**src/rtl/reg_file_mp_if.sv**
```systemverilog
// Bus bundle for reg_file_mp: two write ports, two registered read ports,
// the clear request and the busy flag.
interface reg_file_mp_if #(
  parameter int WIDTH = 8,
  parameter int AW    = 3
);
  logic             we1;
  logic [AW-1:0]    wa1;
  logic [WIDTH-1:0] wd1;
  logic             we2;
  logic [AW-1:0]    wa2;
  logic [WIDTH-1:0] wd2;
  logic             re1;
  logic [AW-1:0]    ra1;
  logic [WIDTH-1:0] rd1;
  logic             rv1;
  logic             re2;
  logic [AW-1:0]    ra2;
  logic [WIDTH-1:0] rd2;
  logic             rv2;
  logic             clr;
  logic             busy;

  modport master (
    output we1, wa1, wd1, we2, wa2, wd2, re1, ra1, re2, ra2, clr,
    input  rd1, rv1, rd2, rv2, busy
  );

  modport slave (
    input  we1, wa1, wd1, we2, wa2, wd2, re1, ra1, re2, ra2, clr,
    output rd1, rv1, rd2, rv2, busy
  );
endinterface

```
**src/rtl/reg_file_mp.sv**
```systemverilog
// Two-write / two-read register file with port-1 write priority, optional
// write-to-read forwarding and a zeroing sweep after reset or clear.
//
// state | meaning
// INIT  | sweep writes 0 to one entry per edge; all accesses ignored
// IDLE  | normal reads/writes; clr restarts the sweep
module reg_file_mp #(
  parameter int WIDTH  = 8,
  parameter int DEPTH  = 8,
  parameter bit BYPASS = 1'b1
) (
  input  logic          clk,
  input  logic          rst_n,
  reg_file_mp_if.slave  rf_if
);
  localparam int AW = $clog2(DEPTH);

  typedef enum logic {INIT = 1'b0, IDLE = 1'b1} state_t;

  state_t           state_q;
  logic [AW-1:0]    cnt_q;
  logic [WIDTH-1:0] rd1_q, rd2_q;
  logic             rv1_q, rv2_q;
  logic [WIDTH-1:0] mem_q [DEPTH];

  logic             w1_ok, w2_ok;
  logic             ra1_ok, ra2_ok;
  logic [WIDTH-1:0] rd1_d, rd2_d;

  function automatic logic in_range(input logic [AW-1:0] a);
    return 32'(a) < 32'(DEPTH);
  endfunction

  always_comb begin
    w1_ok  = rf_if.we1 && in_range(rf_if.wa1);
    // port 1 wins a same-address collision, so port 2 is simply suppressed
    w2_ok  = rf_if.we2 && in_range(rf_if.wa2) && !(w1_ok && rf_if.wa2 == rf_if.wa1);
    ra1_ok = in_range(rf_if.ra1);
    ra2_ok = in_range(rf_if.ra2);

    rd1_d = '0;
    if (ra1_ok) begin
      if (BYPASS && w1_ok && rf_if.wa1 == rf_if.ra1)      rd1_d = rf_if.wd1;
      else if (BYPASS && w2_ok && rf_if.wa2 == rf_if.ra1) rd1_d = rf_if.wd2;
      else                                                 rd1_d = mem_q[rf_if.ra1];
    end

    rd2_d = '0;
    if (ra2_ok) begin
      if (BYPASS && w1_ok && rf_if.wa1 == rf_if.ra2)      rd2_d = rf_if.wd1;
      else if (BYPASS && w2_ok && rf_if.wa2 == rf_if.ra2) rd2_d = rf_if.wd2;
      else                                                 rd2_d = mem_q[rf_if.ra2];
    end
  end

  always_ff @(posedge clk or negedge rst_n) begin
    if (!rst_n) begin
      state_q <= INIT;
      cnt_q   <= '0;
      rd1_q   <= '0;
      rd2_q   <= '0;
      rv1_q   <= 1'b0;
      rv2_q   <= 1'b0;
    end else begin
      case (state_q)
        INIT: begin
          rv1_q <= 1'b0;
          rv2_q <= 1'b0;
          if (cnt_q == AW'(DEPTH - 1)) begin
            state_q <= IDLE;
            cnt_q   <= '0;
          end else begin
            cnt_q <= cnt_q + 1'b1;
          end
        end
        IDLE: begin
          if (rf_if.clr) begin
            state_q <= INIT;
            cnt_q   <= '0;
            rv1_q   <= 1'b0;
            rv2_q   <= 1'b0;
            rd1_q   <= '0;
            rd2_q   <= '0;
          end else begin
            rv1_q <= rf_if.re1;
            rv2_q <= rf_if.re2;
            if (rf_if.re1) rd1_q <= rd1_d;
            if (rf_if.re2) rd2_q <= rd2_d;
          end
        end
        default: state_q <= INIT;
      endcase
    end
  end

  // Storage carries no reset; the sweep is what zeroes it.
  always_ff @(posedge clk) begin
    if (state_q == INIT) begin
      mem_q[cnt_q] <= '0;
    end else if (!rf_if.clr) begin
      if (w1_ok) mem_q[rf_if.wa1] <= rf_if.wd1;
      if (w2_ok) mem_q[rf_if.wa2] <= rf_if.wd2;
    end
  end

  assign rf_if.rd1  = rd1_q;
  assign rf_if.rd2  = rd2_q;
  assign rf_if.rv1  = rv1_q;
  assign rf_if.rv2  = rv2_q;
  assign rf_if.busy = (state_q == INIT);
endmodule
```
**src/flat_wrapper.sv**
```systemverilog
// flat-port wrapper written by rule: the top's interface ports become plain ports
module reg_file_mp_flat 
#(
  parameter int WIDTH  = 8,
  parameter int DEPTH  = 8,
  parameter bit BYPASS = 1'b1
)
  (clk, rst_n, rf_if_we1, rf_if_wa1, rf_if_wd1, rf_if_we2, rf_if_wa2, rf_if_wd2, rf_if_re1, rf_if_ra1, rf_if_re2, rf_if_ra2, rf_if_clr, rf_if_rd1, rf_if_rv1, rf_if_rd2, rf_if_rv2, rf_if_busy);
  reg_file_mp_if #(.WIDTH(WIDTH)) rf_if_i ();
  input  logic clk;
  input  logic rst_n;
  input wire logic [$bits(rf_if_i.we1)-1:0] rf_if_we1;
  input wire logic [$bits(rf_if_i.wa1)-1:0] rf_if_wa1;
  input wire logic [$bits(rf_if_i.wd1)-1:0] rf_if_wd1;
  input wire logic [$bits(rf_if_i.we2)-1:0] rf_if_we2;
  input wire logic [$bits(rf_if_i.wa2)-1:0] rf_if_wa2;
  input wire logic [$bits(rf_if_i.wd2)-1:0] rf_if_wd2;
  input wire logic [$bits(rf_if_i.re1)-1:0] rf_if_re1;
  input wire logic [$bits(rf_if_i.ra1)-1:0] rf_if_ra1;
  input wire logic [$bits(rf_if_i.re2)-1:0] rf_if_re2;
  input wire logic [$bits(rf_if_i.ra2)-1:0] rf_if_ra2;
  input wire logic [$bits(rf_if_i.clr)-1:0] rf_if_clr;
  output wire logic [$bits(rf_if_i.rd1)-1:0] rf_if_rd1;
  output wire logic [$bits(rf_if_i.rv1)-1:0] rf_if_rv1;
  output wire logic [$bits(rf_if_i.rd2)-1:0] rf_if_rd2;
  output wire logic [$bits(rf_if_i.rv2)-1:0] rf_if_rv2;
  output wire logic [$bits(rf_if_i.busy)-1:0] rf_if_busy;
  assign rf_if_i.we1 = rf_if_we1;
  assign rf_if_i.wa1 = rf_if_wa1;
  assign rf_if_i.wd1 = rf_if_wd1;
  assign rf_if_i.we2 = rf_if_we2;
  assign rf_if_i.wa2 = rf_if_wa2;
  assign rf_if_i.wd2 = rf_if_wd2;
  assign rf_if_i.re1 = rf_if_re1;
  assign rf_if_i.ra1 = rf_if_ra1;
  assign rf_if_i.re2 = rf_if_re2;
  assign rf_if_i.ra2 = rf_if_ra2;
  assign rf_if_i.clr = rf_if_clr;
  assign rf_if_rd1 = rf_if_i.rd1;
  assign rf_if_rv1 = rf_if_i.rv1;
  assign rf_if_rd2 = rf_if_i.rd2;
  assign rf_if_rv2 = rf_if_i.rv2;
  assign rf_if_busy = rf_if_i.busy;
  reg_file_mp #(.WIDTH(WIDTH), .DEPTH(DEPTH), .BYPASS(BYPASS)) u_core (.clk(clk), .rst_n(rst_n), .rf_if(rf_if_i));
endmodule
```
**config.mk**
```make
export PLATFORM = sky130hd
export DESIGN_NAME = reg_file_mp_flat
export DESIGN_NICKNAME = d
export VERILOG_FILES = /design/src/rtl/reg_file_mp_if.sv /design/src/rtl/reg_file_mp.sv /design/src/flat_wrapper.sv
export SDC_FILE = /design/constraint.sdc
export NUM_CORES = 1
export LEC_CHECK = 0
export ABC_AREA = 1
export BUFFER_PORTS_ARGS = -buffer_cell sky130_fd_sc_hd__buf_2
export CORE_UTILIZATION = 25
export CTS_CLUSTER_SIZE = 20
export DETAILED_ROUTE_END_ITERATION = 6
export GPL_ROUTABILITY_DRIVEN = 0
export PLACE_DENSITY_LB_ADDON = 0.08
export SLEW_MARGIN = 30
export SYNTH_ARGS = -nofsm -noshare
export SYNTH_HDL_FRONTEND = slang
export SYNTH_SLANG_ARGS = --single-unit
```
**constraint.sdc**
```tcl
create_clock -name clk -period 2.4 [get_ports clk]
set_clock_uncertainty 0.15 [all_clocks]
set_input_delay 0.36 -clock clk [delete_from_list [all_inputs] [get_ports clk]]
set_output_delay 0.36 -clock clk [all_outputs]
set_load 0.005 [all_outputs]
```
# Word-level counts from Yosys, hierarchy flattened

Memory sizes are Yosys's and may differ from the RTL's.
Cells that the tools add are included.

Add/subtract/negate cells: 1
$mul: 0
Divide/modulo/power cells: 0
$lt $le $gt $ge: 0
Eq/ne operators: 7
Shift operators: 0
Mux-type cells: 30
Bitwise gates (word level): 1
Reduce and logical (&&, ||, !) cells: 12

Operators with widths:

| cell                  | number |
|---|---|
| $mux W8               | 9 |
| $eq A3 B3 Y1          | 5 |
| $mux W1               | 14 |
| $mux W3               | 3 |
| $reduce_or A8 Y1      | 1 |
| $logic_and A1 B1 Y1   | 6 |
| $pmux W1 S2           | 3 |
| $pmux W3 S2           | 1 |
| $reduce_and A2 Y1     | 2 |
| $reduce_bool A2 Y1    | 2 |
| $add A3 B1 Y3 const B | 1 |
| $eq A3 B3 Y1 const B  | 1 |
| $ne A2 B2 Y1 const B  | 1 |
| $logic_not A1 Y1      | 1 |
| $not A1 Y1            | 1 |

Register bits: 22
Latch bits: 0
Memory bits (writable): 64
Bits in read-only memories: 0
Input port bits: 35
Output and inout bits: 19
Memories: 1

Memory list:

| name         | depth | width | rd ports | clocked after Yosys merged registers in | wr ports | line              | RTL |
|---|---|---|---|---|---|---|---|
| u_core.mem_q | 8     | 8     | 2        | 0                                       | 2        | reg_file_mp.sv:24 | `logic [WIDTH-1:0] mem_q [DEPTH];` |

# Logic depth before layout (Yosys ltp)

Word-level depth: 9
Mapped depth: 12

# Worst setup path before layout

Ideal clock, no wire load.

Kind: reg-to-reg
Start: reg u_core.state_q
End: mem u_core.mem_q[0][0] (enable)
Library setup time: 0.384 ns
Arrival: 1.807 ns
Required time: 1.866 ns
Slack: 0.059 ns
Stages on the path, launching flop included: 8
Buffers on the path: 1
Cells stage by stage: dfrtp_1 inv_1 nor2_1 nand2_1 buf_2 o21ai_0 nand2_1 o21ai_0

RTL lines:

| what                   | line              | RTL |
|---|---|---|
| start, declared        | reg_file_mp.sv:20 | `state_t state_q;` |
| start signal, assigned | reg_file_mp.sv:58 | `state_q <= INIT;` |
| start signal, assigned | reg_file_mp.sv:70 | `state_q <= IDLE;` |
| start signal, assigned | reg_file_mp.sv:78 | `state_q <= INIT;` |
| end, declared          | reg_file_mp.sv:24 |  |

==> key figures <==
Outcome
  – Status: complete, no violations

Worst setup path
  – Crit path from: u_core.state_q
  – Crit. End Element: register
  – Crit start category: register
  – CP required: 2320 ps
  – Critical path arrival: 2030 ps
  – R2r startpoint: u_core.state_q
  – Worst-path fanout max: 8
  – Setup CP Type: reg2reg

Routing
  – Aggregate routed wire length: 23300 um
  – DR DRC count: 0
  – Vias: 5825
  – DRT Pass-1 Iters: 5
  – Post-DR wirelength/cell: 18.3 um
  – DRT iter0 DRCs: 460
  – Antenna Nets Post-Route: 0
  – Vias/cell: 4.56

Global routing
  – First-pass GRT wire length: 35300 um
  – Initial antenna violation count: 0
  – Grt total ovfl: 0
  – Vias in the first global route: 5562
  – Pin count of the biggest net entering global routing: 33
  – GRT Total Usage: 20.2%

Die
  – Number of cell rows: 56
  – Io pins: 54
  – Die footprint: 24500 um2
  – Die Span Y: 157 um
  – Die Wd: 157 um
  – Core area: 23500 um2
  – Initial Util: 25.5%

Logic synthesis
  – Sequential share of the synthesized area: 41.4%
  – Number of flops mapped to enable cells by yosys: 64
  – Mean post-synth cell area: 6.82 um2
  – Netlist cell types: 26
  – Cell count after synthesis: 877
  – Async SR Flop Fraction: 25.6%
  – Net Count, Synth: 914
  – Synth Register Bits: 86
  – Top FF cell, synth: edfxtp_1
  – Syn. warnings: 0
  – Netlist Area Pre-Place: 5980 um2

Placement
  – Dpl ws: 169 ps
  – Placed cells: 1261
  – HPWL Detailed: 17300 um
  – Number of port buffers: 53

Timing
  – Final-report hold violation count: 0
  – Slack of the critical path: 289 ps
  – Fmax: 474 MHz
  – Crit path time final: 2110 ps
  – Unrepaired setup endpoints after global routing: no
  – Slew Limit Headroom: 56.2%
  – Aggregate negative setup slack: 0 ps
  – Slew @ Worst Pin: 656 ps
  – Max Slew Vio Count: 0
  – # setup viols final: 0
  – Final period util: 88.0%

Flow run
  – Max cap viols: 0

Clock tree
  – Clk buf depth: 2
  – Clock root buffer: clkbuf_16
  – TritonCTS clock tree: done
  – H-tree depth: 3
  – Post-CTS Resized: 0
  – Post-CTS setup buffers: 0
  – Total clock sinks: 86
  – Cts bufs inserted: 9
  – Clock Latency Late Sink: 360 ps
  – CTS clk-pin slew, worst paths: 80 ps

Finish
  – Non-Filler Instances: 1278
  – Most frequent cells in the layout: nand2_1, inv_1, nand3_1, edfxtp_1, o21ai_1
  – Most common cell after layout, fill and taps aside: nand2_1
  – Antenna cell count: 0
  – P&R area growth vs syn: 18.9%
  – Post-layout nets: 991
  – Layout cells sized above 1: 15.0%

Pwr
  – VDD IR max: 0.386 mV
  – Leakage: 0.00368 uW
  – Power density over the cells: 791 nW/um2

Min path
  – Worst hold start: rf_if_clr
  – Min-Delay Path Class: in2reg
[power by group]
| group | internal, uW | leakage [uW] | switching (uW) |
|---|---|---|---|
| Sequential | 2110 | 0.000896 | 142 |
| Combinational | 636 | 0.00264 | 1280 |
| Clock | 740 | 0.000145 | 718 |
| Total | 3480 | 0.00368 | 2140 |
[metal layers]
layer / part of all wire, % / track usage, % / vias to the layer above
li1: - / - / 2944
met1: 46 / 27.6 / 2683
met2: 46 / 32.5 / 167
met3: 4.9 / 2.94 / 31
met4: 2.9 / 7.24 / 0
met5: 0 / 0 / -
[critical path, stage by stage, from the launching register on]
cell and delay [ps]:
dfrtp_1 350, inv_1 90, nor2_1 130, nand2_1 180, o21ai_0 350, nand2_1 130, o21ai_0 220, buf_4 220
[through the flow]
| stage | util, % | total power, uW | instance area, um2 | hold WS, ps |
|---|---|---|---|---|
| after floorplan | - | 3370 | 5980 | -85.6 |
| after global placement | 29.0 | 4220 | 6800 | 222 |
| after detailed placement | 29.0 | 4220 | 6800 | 230 |
| after CTS | 30.3 | 5700 | 7110 | 79.3 |
| after global routing | 30.3 | 6050 | 7110 | 82.2 |
| final | 30.3 | 5630 | 7110 | 87.9 |
[synth_stat cells, types with 3 or more instances]
cell | count | area (um2)
buf_2 | 7 | 35.0
nor2_2 | 4 | 25.0
clkbuf_1 | 17 | 63.8
nand4_1 | 16 | 100
o21ai_2 | 8 | 70.1
nand2_4 | 10 | 113
nand2_1 | 391 | 1470
inv_1 | 113 | 424
o21ai_1 | 58 | 290
clkinv_1 | 4 | 15.0
nand3_1 | 98 | 490
a21oi_2 | 3 | 26.3
edfxtp_1 | 64 | 1920
buf_6 | 9 | 101
nor2_1 | 21 | 78.8
o21ai_0 | 17 | 85.1
dfrtp_1 | 22 | 551
[registers in the layout, summed over array words and instances (netlist names)]
name and cells:
u_core.rf_if.rv1 1, u_core.rf_if.rd1 8, u_core.rf_if.rv2 1, u_core.cnt_q 3, u_core.mem_q 64, u_core.rf_if.rd2 8
u_core.state_q 1
[cell type report]
class,count,area [um2]
clock buffers,9,225
inverters,119,448
clock inverters,7,75.1
fillers,2608,16400
well taps,319,399
repair buffers,101,641
multi-input cells,637,2850
flip-flops and latches,86,2470
[cell families after synthesis]
| kind of cell | share of synthesized area (%) |
|---|---|
| compound gates | 8.27 |
| flops | 41.4 |
| xor+xnor | 0.586 |
| simple gates | 38.4 |
| fa+ha+maj | 0.419 |
| buf+inv | 11.0 |
[final timing paths]
check | slack [ps] | endpoint | cells after the start
worst max-delay path | 290 | u_core.mem_q[4][6] | 7
worst min-delay path | 90 | u_core.state_q | 2
worst max register to register | 290 | u_core.mem_q[4][6] | 7
worst min register to register | 320 | u_core.rf_if.rd2[6] | 2
max in group asynchronous | 1380 | u_core.cnt_q[1] | 2
min in group asynchronous | 350 | u_core.rf_if.rd2[7] | 2
[timing repair]
action,4_1_cts,5_1_grt
endpoints found under the hold margin,22,0
hold buffers,1,0
endpoints found under the setup margin,0,0
(Power assumes the default switching activity.)
